File: src/rtl/cvxif_copro_pkg.sv
// Shared types for the CV-X-IF coprocessor responder: opcode, op encoding,
// FSM states and the queue-entry bookkeeping record.
`default_nettype none

package cvxif_copro_pkg;

    localparam logic [6:0] OPCODE_COPRO  = 7'b1111011;
    localparam logic [1:0] MUL_CNT_INIT  = 2'd3;

    typedef enum logic [2:0] {
        OP_ADD = 3'b000,
        OP_XOR = 3'b001,
        OP_MUL = 3'b010,
        OP_NOP = 3'b011
    } op_e;

    typedef enum logic [1:0] {
        S_IDLE = 2'd0,
        S_EXEC = 2'd1,
        S_RESP = 2'd2
    } state_e;

    typedef struct packed {
        op_e        op;
        logic [4:0] rd;
        logic       committed;
        logic       killed;
    } entry_meta_t;

endpackage

`default_nettype wire

File: src/rtl/cvxif_copro_fifo.sv
// In-order instruction queue with per-entry commit/kill flag updates and
// exposed entry ids so the owner can match commits against stored entries.
`default_nettype none

module cvxif_copro_fifo
    import cvxif_copro_pkg::*;
#(
    parameter int XLEN    = 32,
    parameter int Depth   = 4,
    parameter int IdWidth = 4
) (
    input  logic                            clk_i,
    input  logic                            rst_ni,
    input  logic                            push_i,
    input  logic [IdWidth-1:0]              push_id_i,
    input  entry_meta_t                     push_meta_i,
    input  logic [XLEN-1:0]                 push_rs1_i,
    input  logic [XLEN-1:0]                 push_rs2_i,
    input  logic                            pop_i,
    input  logic [Depth-1:0]                commit_set_i,
    input  logic [Depth-1:0]                kill_set_i,
    output logic                            not_full_o,
    output logic                            head_valid_o,
    output logic [IdWidth-1:0]              head_id_o,
    output entry_meta_t                     head_meta_o,
    output logic [XLEN-1:0]                 head_rs1_o,
    output logic [XLEN-1:0]                 head_rs2_o,
    output logic [Depth-1:0]                entry_valid_o,
    output logic [Depth-1:0][IdWidth-1:0]   entry_ids_o
);

    localparam int PtrW = $clog2(Depth);
    localparam int CntW = PtrW + 1;
    localparam logic [CntW-1:0] DEPTH_CNT = CntW'(Depth);

    logic [PtrW-1:0]    wr_ptr;
    logic [PtrW-1:0]    rd_ptr;
    logic [CntW-1:0]    count;
    logic [Depth-1:0]   valid;
    entry_meta_t        meta  [Depth];
    logic [IdWidth-1:0] ids   [Depth];
    logic [XLEN-1:0]    rs1   [Depth];
    logic [XLEN-1:0]    rs2   [Depth];

    // Payload arrays are not reset; the valid bits gate every use of them.
    always_ff @(posedge clk_i) begin
        if (!rst_ni) begin
            wr_ptr <= '0;
            rd_ptr <= '0;
            count  <= '0;
            valid  <= '0;
        end else begin
            for (int i = 0; i < Depth; i++) begin
                if (valid[i] && kill_set_i[i]) begin
                    meta[i].killed <= 1'b1;
                end else if (valid[i] && commit_set_i[i]) begin
                    meta[i].committed <= 1'b1;
                end
            end
            if (push_i) begin
                meta[wr_ptr]  <= push_meta_i;
                ids[wr_ptr]   <= push_id_i;
                rs1[wr_ptr]   <= push_rs1_i;
                rs2[wr_ptr]   <= push_rs2_i;
                valid[wr_ptr] <= 1'b1;
                wr_ptr        <= wr_ptr + 1'b1;
            end
            if (pop_i) begin
                valid[rd_ptr] <= 1'b0;
                rd_ptr        <= rd_ptr + 1'b1;
            end
            case ({push_i, pop_i})
                2'b10:   count <= count + 1'b1;
                2'b01:   count <= count - 1'b1;
                default: count <= count;
            endcase
        end
    end

    assign not_full_o   = (count < DEPTH_CNT);
    assign head_valid_o = valid[rd_ptr];
    assign head_id_o    = ids[rd_ptr];
    assign head_meta_o  = meta[rd_ptr];
    assign head_rs1_o   = rs1[rd_ptr];
    assign head_rs2_o   = rs2[rd_ptr];
    assign entry_valid_o = valid;

    always_comb begin
        for (int i = 0; i < Depth; i++) begin
            entry_ids_o[i] = ids[i];
        end
    end

endmodule

`default_nettype wire

File: src/rtl/cvxif_copro_responder.sv
// CV-X-IF coprocessor responder: decodes ADD/XOR/MUL/NOP, queues accepted
// instructions and returns results in issue order once each is committed.
`default_nettype none

module cvxif_copro_responder
    import cvxif_copro_pkg::*;
#(
    parameter int XLEN    = 32,
    parameter int Depth   = 4,
    parameter int IdWidth = 4
) (
    input  logic               clk_i,
    input  logic               rst_ni,
    input  logic               issue_valid_i,
    output logic               issue_ready_o,
    input  logic [31:0]        issue_instr_i,
    input  logic [IdWidth-1:0] issue_id_i,
    input  logic [XLEN-1:0]    issue_rs1_i,
    input  logic [XLEN-1:0]    issue_rs2_i,
    output logic               issue_accept_o,
    output logic               issue_writeback_o,
    input  logic               commit_valid_i,
    input  logic [IdWidth-1:0] commit_id_i,
    input  logic               commit_kill_i,
    output logic               result_valid_o,
    input  logic               result_ready_i,
    output logic [IdWidth-1:0] result_id_o,
    output logic [4:0]         result_rd_o,
    output logic [XLEN-1:0]    result_data_o,
    output logic               result_we_o
);

    logic [2:0]                   funct3;
    logic                         push;
    logic                         pop;
    entry_meta_t                  push_meta;
    logic [Depth-1:0]             commit_set;
    logic [Depth-1:0]             kill_set;
    logic                         head_valid;
    logic [IdWidth-1:0]           head_id;
    entry_meta_t                  head_meta;
    logic [XLEN-1:0]              head_rs1;
    logic [XLEN-1:0]              head_rs2;
    logic [Depth-1:0]             entry_valid;
    logic [Depth-1:0][IdWidth-1:0] entry_ids;
    logic [XLEN-1:0]              alu_result;
    state_e                       state;
    logic [1:0]                   mul_cnt;
    logic                         unused_instr_bits;

    assign funct3            = issue_instr_i[14:12];
    assign issue_accept_o    = (issue_instr_i[6:0] == OPCODE_COPRO) && !funct3[2];
    assign issue_writeback_o = issue_accept_o && (funct3 != OP_NOP);
    assign push              = issue_valid_i && issue_ready_o && issue_accept_o;
    assign unused_instr_bits = ^issue_instr_i[31:15];

    always_comb begin
        push_meta           = '0;
        push_meta.op        = op_e'(funct3);
        push_meta.rd        = issue_instr_i[11:7];
        push_meta.committed = 1'b0;
        push_meta.killed    = 1'b0;
    end

    // Only entries already stored can match, so a same-cycle push is untouched.
    always_comb begin
        commit_set = '0;
        kill_set   = '0;
        for (int i = 0; i < Depth; i++) begin
            if (commit_valid_i && entry_valid[i] && (entry_ids[i] == commit_id_i)) begin
                if (commit_kill_i) begin
                    kill_set[i] = 1'b1;
                end else begin
                    commit_set[i] = 1'b1;
                end
            end
        end
    end

    cvxif_copro_fifo #(
        .XLEN    (XLEN),
        .Depth   (Depth),
        .IdWidth (IdWidth)
    ) u_fifo (
        .clk_i         (clk_i),
        .rst_ni        (rst_ni),
        .push_i        (push),
        .push_id_i     (issue_id_i),
        .push_meta_i   (push_meta),
        .push_rs1_i    (issue_rs1_i),
        .push_rs2_i    (issue_rs2_i),
        .pop_i         (pop),
        .commit_set_i  (commit_set),
        .kill_set_i    (kill_set),
        .not_full_o    (issue_ready_o),
        .head_valid_o  (head_valid),
        .head_id_o     (head_id),
        .head_meta_o   (head_meta),
        .head_rs1_o    (head_rs1),
        .head_rs2_o    (head_rs2),
        .entry_valid_o (entry_valid),
        .entry_ids_o   (entry_ids)
    );

    always_comb begin
        alu_result = head_rs1 + head_rs2;
        case (head_meta.op)
            OP_XOR:  alu_result = head_rs1 ^ head_rs2;
            OP_MUL:  alu_result = head_rs1 * head_rs2;
            default: alu_result = head_rs1 + head_rs2;
        endcase
    end

    always_comb begin
        pop = 1'b0;
        case (state)
            S_IDLE:  pop = head_valid && (head_meta.killed ||
                           (head_meta.committed && (head_meta.op == OP_NOP)));
            S_RESP:  pop = result_ready_i;
            default: pop = 1'b0;
        endcase
    end

    // Once the head leaves IDLE its flags are no longer consulted, so a late
    // kill cannot suppress a result already in flight.
    always_ff @(posedge clk_i) begin
        if (!rst_ni) begin
            state          <= S_IDLE;
            mul_cnt        <= '0;
            result_valid_o <= 1'b0;
            result_we_o    <= 1'b0;
            result_id_o    <= '0;
            result_rd_o    <= '0;
            result_data_o  <= '0;
        end else begin
            case (state)
                S_IDLE: begin
                    if (head_valid && !head_meta.killed && head_meta.committed) begin
                        if (head_meta.op == OP_MUL) begin
                            mul_cnt <= MUL_CNT_INIT;
                            state   <= S_EXEC;
                        end else if (head_meta.op != OP_NOP) begin
                            result_valid_o <= 1'b1;
                            result_we_o    <= 1'b1;
                            result_id_o    <= head_id;
                            result_rd_o    <= head_meta.rd;
                            result_data_o  <= alu_result;
                            state          <= S_RESP;
                        end
                    end
                end
                S_EXEC: begin
                    if (mul_cnt == 2'd0) begin
                        result_valid_o <= 1'b1;
                        result_we_o    <= 1'b1;
                        result_id_o    <= head_id;
                        result_rd_o    <= head_meta.rd;
                        result_data_o  <= alu_result;
                        state          <= S_RESP;
                    end else begin
                        mul_cnt <= mul_cnt - 1'b1;
                    end
                end
                S_RESP: begin
                    if (result_ready_i) begin
                        result_valid_o <= 1'b0;
                        result_we_o    <= 1'b0;
                        state          <= S_IDLE;
                    end
                end
                default: state <= S_IDLE;
            endcase
        end
    end

endmodule

`default_nettype wire

File: config.mk
export PLATFORM = sky130hd
export DESIGN_NAME = cvxif_copro_responder
export DESIGN_NICKNAME = d
export VERILOG_FILES = /design/src/rtl/cvxif_copro_pkg.sv /design/src/rtl/cvxif_copro_fifo.sv /design/src/rtl/cvxif_copro_responder.sv
export SDC_FILE = /design/constraint.sdc
export NUM_CORES = 2
export LEC_CHECK = 0
export CORE_UTILIZATION = 31
export DETAILED_ROUTE_END_ITERATION = 16
export GPL_ROUTABILITY_DRIVEN = 0
export SLEW_MARGIN = 10
export SYNTH_ARGS = -nofsm -noshare
export SYNTH_HDL_FRONTEND = slang
export SYNTH_HIERARCHICAL = 1
export SYNTH_SLANG_ARGS = --single-unit
export TNS_END_PERCENT = 20
File: constraint.sdc
create_clock -name clk_i -period 8.7 [get_ports clk_i]
set_clock_uncertainty 0.15 [all_clocks]
set_input_delay 1.74 -clock clk_i [delete_from_list [all_inputs] [get_ports clk_i]]
set_output_delay 1.74 -clock clk_i [all_outputs]
set_load 0.02 [all_outputs]
Word-level counts from Yosys, hierarchy flattened. Memories as Yosys holds them, arrays and structs flattened. A register that Yosys moved wholly into a read port is not among the register bits. Cells that the tools add are included.

Flip-flop bits (word level): 57. Latch bits: 0. RAM bits: 312. ROM bits: 0. Output and inout port bits: 46. Word-level logic and storage cells: 182. Memories kept: 4.

Memories: u_fifo.rs1 (depth 4, width 32, rd ports 1, clocked after memory_dff 1, write ports 1, RTL line cvxif_copro_fifo.sv:42) `logic [XLEN-1:0] rs1 [Depth];`; u_fifo.rs2 (depth 4, width 32, rd ports 1, clocked after memory_dff 1, write ports 1, RTL line cvxif_copro_fifo.sv:43) `logic [XLEN-1:0] rs2 [Depth];`; u_fifo.meta (depth 4, width 10, rd ports 1, clocked after memory_dff 1, write ports 5, RTL line cvxif_copro_fifo.sv:40) `entry_meta_t meta [Depth];`; u_fifo.ids (depth 4, width 4, rd ports 5, clocked after memory_dff 1, write ports 1, RTL line cvxif_copro_fifo.sv:41) `logic [IdWidth-1:0] ids [Depth];`.

Add/sub/neg operators: 6. Multipliers: 1. Divide/modulo/power cells: 0. Magnitude comparators: 5. Equal/unequal tests: 22. Shift operators: 0. Multiplexer cells: 92. Bitwise operators: 4. Reduce and logical (&&, ||, !) cells: 38.

Operator list (number): 32-bit 2-to-1 mux (4); 32-bit one-hot mux with 2 select lines (2); 1-bit 2-to-1 mux (49); 32-bit adder (1); 32-bit by 32-bit multiplier with 32-bit output (1); 2-bit 2-to-1 mux (16); 32-bit bitwise XOR (1); 4-bit 2-to-1 mux (7); 1-bit logical AND (26); 5-bit 2-to-1 mux (4); 4-bit == test (4); 2-bit != test, second input constant (7); 5-bit one-hot mux with 2 select lines (1); 4-bit one-hot mux with 2 select lines (1); 4-bit AND reduction (2); 7-bit == test, second input constant (1); 3-bit by 2-bit == test with 1-bit output, second input constant (2); 2-bit by 3-bit < comparator with 1-bit output, second input constant (2); 3-bit by 2-bit != test with 1-bit output, second input constant (2); 2-bit one-hot mux with 3 select lines (1); 3-bit one-hot mux with 2 select lines (1); 6-bit AND reduction (1); 5-bit AND reduction (1); 2-bit by 1-bit adder with 2-bit output, second input constant (2); other kinds (22) (29).

Depth between registers and ports, before layout.
Word-level depth: 9. Depth in mapped cells: 32. Gate-level depth less buffers: 27.

Hierarchy. Netlist, hierarchy kept.

By module, submodules not included: cvxif_copro_responder (instances 1, cells each 2248, area an instance 19432.4 um^2, seq. area each 920.9 um^2); cvxif_copro_fifo (instances 1, cells each 506, area an instance 12001.5 um^2, seq. area each 9549.2 um^2).

Least setup slack after synthesis. Ideal clock, no wire load.

Path type: reg-to-reg. Start point: register (tool-made name). End point: register result_data_o[27]. Setup time: 0.124 ns. Data arrival time: 7.642 ns. Required time: 8.426 ns. Slack: 0.783 ns. Cell stages (with the launch flop): 31. Buffers on the path: 5. Clock period less this slack: 7.917 ns. Cells stage by stage: dfxtp_1 -> buf_6 -> buf_4 -> mux4_2 -> clkbuf_1 -> clkbuf_1 -> and2_1 -> fa_1 -> inv_1 -> fa_1 -> fa_1 -> fa_1 -> inv_1 -> fa_1 -> inv_1 -> fa_1 -> inv_1 -> fa_1 -> fa_1 -> ha_1 -> clkbuf_1 -> a21oi_1 -> o211ai_1 -> nand2_1 -> a2bb2oi_1 -> a21oi_1 -> o21ai_0 -> nor2b_1 -> xnor2_1 -> a221oi_1 -> a21oi_1.

RTL lines: to (signal assigned) (RTL line cvxif_copro_responder.sv:147) `result_data_o <= alu_result;`; to (signal assigned) (RTL line cvxif_copro_responder.sv:158) `result_data_o <= alu_result;`; to (decl) (RTL line cvxif_copro_responder.sv:29) `output logic [XLEN-1:0] result_data_o,`.

==> load_flow_metrics.sql <==
INSERT INTO impl_metrics (metric_group, metric, value, unit) VALUES
('grt', 'grt_pass1_wl', '130000', 'µm'),
('grt', 'overflow_left_after_global_routing', '0', ''),
('power', 'power_leakage', '14.6', 'nW'),
('detailed_routing', 'routed_wirelength', '82300', 'µm'),
('yosys', 'post_synth_main_area_contributors', 'sky130_fd_sc_hd__edfxtp_1, sky130_fd_sc_hd__fa_1, sky130_fd_sc_hd__ha_1', ''),
('final_layout', 'stdcell_count', '4284', ''),
('final_layout', 'fin_area', '0.0360', 'mm²'),
('clock_tree', 'cts.repair.resized', '0', ''),
('worst_setup_path', 'worst_setup_path_start_kind', 'flip-flop', ''),
('sta', 'setup_viol', '0', ''),
('clock_tree', 'cts_tree', 'done', ''),
('yosys', 'synth.yosys.warnings', '6', ''),
('yosys', 'synth_compound_area_frac', '0.0654', ''),
('worst_setup_path', 'critPathArrivalTime', '8.65', 'ns'),
('worst_setup_path', 'worstRegToRegCells', '27', ''),
('grt', 'largest_net_degree_at_the_start_of_global_routing', '60', ''),
('floorplanning', 'core_area', '0.100', 'mm²'),
('worst_setup_path', 'setup.reg_to_reg.worst_slack', '0.38', 'ns'),
('sta', 'final_min_period_over_clock_period', '0.957', ''),
('floorplanning', 'initial_core_utilization', '0.313', ''),
('sta', 'finalHoldViolations', '0', ''),
('clock_tree', 'cts_buffer_count', '35', ''),
('clock_tree', 'clkLatencyLatePin', '0.54', 'ns'),
('power', 'power.ir.vdd_worst', '0.158', 'mV'),
('yosys', 'synth_top_cell_by_area', 'sky130_fd_sc_hd__edfxtp_1', ''),
('clock_tree', 'clkSinkCount', '371', ''),
('clock_tree', 'cts_hold_buf', '0', ''),
('placed_design', 'placed_cells', '4211', ''),
('worst_setup_path', 'timing.setup.critical_path_class', 'flip-flop to flip-flop', ''),
('floorplanning', 'ioPinCount', '156', ''),
('final_layout', 'area.growth.synth_to_final', '14.4', '%'),
('final_layout', 'layout_common_cells', 'sky130_fd_sc_hd__fa_1, sky130_fd_sc_hd__inv_1, sky130_fd_sc_hd__and2_1', ''),
('grt', 'globalRouteTotalUtil', '0.165', ''),
('run', 'cap_viol_max_count', '0', ''),
('worst_setup_path', 'max_stage_delay', '0.79', 'ns'),
('grt', 'grt_antenna_before_repair', '0', ''),
('sta', 'fmax', '0.120', 'GHz'),
('placed_design', 'portBuffers', '138', ''),
('placed_design', 'post_detailed_placement_half_perimeter_wirelength', '64300', 'µm'),
('yosys', 'synth_enable_flop_cells', '304', ''),
('floorplanning', 'floorplan.die.height', '320', 'µm'),
('worst_setup_path', 'critical_path_peak_fanout', '20', ''),
('yosys', 'synthSimpleGateAreaFrac', '0.122', ''),
('worst_setup_path', 'path_common_cell', 'sky130_fd_sc_hd__fa_1', ''),
('worst_setup_path', 'path_depth', '27', ''),
('sta', 'slew_hr', '0.258', ''),
('final_layout', 'layout-drive-gt1-share', '0.0861', ''),
('worst_hold_path', 'holdCritStartpoint', 'result_rd_o[0]$_SDFFE_PN0P_', ''),
('yosys', 'synthDominantCellAreaShare', '0.290', ''),
('worst_hold_path', 'min_path_type', 'flip-flop to flip-flop', ''),
('final_layout', 'layout.area.seq', '0.0105', 'mm²'),
('yosys', 'syn-cell-area', '0.0314', 'mm²'),
('clock_tree', 'clkSlewWorstSetupHoldPaths', '0.06', 'ns'),
('detailed_routing', 'remaining_drc_errors', '0', ''),
('grt', 'grt_pass1_vias', '22200', ''),
('floorplanning', 'fp.dieArea', '0.103', 'mm²'),
('yosys', 'ys.flop_type', 'sky130_fd_sc_hd__edfxtp_1', ''),
('detailed_routing', 'post_dr_vias_cell', '4.80', ''),
('yosys', 'syn-mean-instance-area', '11.4', 'µm²'),
('yosys', 'dominant_combinational_cell_family_by_area_after_synthesis', 'adder cells', ''),
('placed_design', 'placed_standard_cell_area', '0.0348', 'mm²'),
('final_layout', 'layout_commonest_cell', 'sky130_fd_sc_hd__fa_1', ''),
('worst_setup_path', 'cp.buffers_inverters', '6', ''),
('outcome', 'outcome', 'completed', ''),
('yosys', 'yosys_register_bits', '371', ''),
('final_layout', 'num-fill-cells', '9940', ''),
('power', 'pwr_density_cell', '101', 'mW/mm²'),
('detailed_routing', 'drt-pass1-iter-count', '5', ''),
('clock_tree', 'clock_tree.buffer_depth', '3', ''),
('yosys', 'synthMuxAreaShare', '0.0579', ''),
('detailed_routing', 'route.antenna.remaining_nets', '0', '');
==> state kept, by name, summed over array words and instances (netlist names), 3 cells and up, named ones only <==
register / cells
u_fifo/ids: 16
u_fifo/count: 3
u_fifo/meta: 40
result_id_o: 4
result_rd_o: 5
u_fifo/entry_valid_o: 4
u_fifo/rs2: 128
u_fifo/rs1: 128
result_data_o: 32
==> cells in the mapped netlist, types with 4 or more instances <==
cell type and number:
sky130_fd_sc_hd__a21oi_1 80, sky130_fd_sc_hd__mux2i_1 4, sky130_fd_sc_hd__xnor2_1 64, sky130_fd_sc_hd__and3_1 13, sky130_fd_sc_hd__o21a_1 11, sky130_fd_sc_hd__or2_2 4
sky130_fd_sc_hd__a21o_1 27, sky130_fd_sc_hd__o31a_1 4, sky130_fd_sc_hd__nor2b_1 8, sky130_fd_sc_hd__or3_1 6, sky130_fd_sc_hd__xor2_1 32, sky130_fd_sc_hd__fa_1 410
sky130_fd_sc_hd__nor2_1 69, sky130_fd_sc_hd__o31ai_1 8, sky130_fd_sc_hd__inv_1 409, sky130_fd_sc_hd__nand2_1 289, sky130_fd_sc_hd__buf_1 4, sky130_fd_sc_hd__a41oi_1 4
sky130_fd_sc_hd__a31oi_1 21, sky130_fd_sc_hd__nand2b_1 9, sky130_fd_sc_hd__o2111ai_1 4, sky130_fd_sc_hd__a311oi_1 5, sky130_fd_sc_hd__o211ai_1 9, sky130_fd_sc_hd__buf_4 5
sky130_fd_sc_hd__edfxtp_1 304, sky130_fd_sc_hd__nand4_1 7, sky130_fd_sc_hd__mux4_2 79, sky130_fd_sc_hd__buf_2 8, sky130_fd_sc_hd__nor3_1 19, sky130_fd_sc_hd__o21ai_1 5
sky130_fd_sc_hd__a211oi_1 12, sky130_fd_sc_hd__clkbuf_1 118, sky130_fd_sc_hd__nand3_1 13, sky130_fd_sc_hd__ha_1 164, sky130_fd_sc_hd__a221oi_1 13, sky130_fd_sc_hd__and2_1 314
sky130_fd_sc_hd__o21ai_0 80, sky130_fd_sc_hd__dfxtp_1 67, sky130_fd_sc_hd__o211a_1 7
==> path summary, 6_finish.rpt <==
check / end
max: result_data_o[30]$_SDFFE_PN0P_
min: result_rd_o[0]$_SDFFE_PN0P_
max reg2reg: result_data_o[30]$_SDFFE_PN0P_
min reg2reg: result_rd_o[0]$_SDFFE_PN0P_
==> stage by stage <==
| step | power, mW | setup slack (ns) | hold slack [ns] |
|---|---|---|---|
| 3_3_place_gp | 2.20 | 0.395 | 0.293 |
| 3_5_place_dp | 2.21 | 0.374 | 0.300 |
| 6_report | 3.62 | 0.378 | 0.306 |
| 5_1_grt | 3.75 | 0.00823 | 0.335 |
| 2_1_floorplan | 2.09 | 0.783 | 0.314 |
| 4_1_cts | 3.66 | 0.336 | 0.308 |
==> report_power, final <==
group          total, mW  internal (mW)  switching [mW]
Combinational      0.250          0.116           0.134
Clock               1.46          0.799           0.656
Sequential          1.92           1.92        0.000227
==> routing by layer <==
| metal | GRT usage | up-vias | part of all wire |
|---|---|---|---|
| met5 | 0 | - | 0 |
| met4 | 0.0541 | 0 | 0.032 |
| met3 | 0.0187 | 104 | 0.040 |
| met2 | 0.291 | 483 | 0.51 |
| met1 | 0.209 | 10600 | 0.42 |
| li1 | - | 9333 | - |
==> cell families after synthesis <==
logic type / Yosys count
simple gates: 761
fa+ha+maj: 574
buf+inv: 548
flops: 371
compound gates: 320
xor+xnor: 96
mux: 83
other cells: 1
==> timing repair <==
action,in CTS,in global routing
endpoints found under the setup margin,0,2
setup buffers,0,11
hold endpoints to repair,0,0
==> tightest hold or removal path, cell delays in order, from the launching register on <==
cell	delay, ns
sky130_fd_sc_hd__dfxtp_1	0.31
sky130_fd_sc_hd__nand2_1	0.05
sky130_fd_sc_hd__a21oi_1	0.05
==> area by class of cell <==
class                           count  area share
Multi-Input combinational cell   1842       0.525
Sequential cell                   371       0.291
Timing Repair Buffer              243      0.0637
Tap cell                         1357      0.0472
Inverter                          409      0.0427
Clock buffer                       43      0.0258
Clock inverter                     18     0.00424
Antenna cell                        1   0.0000696
No activity file was read; power rests on OpenSTA's default activity.
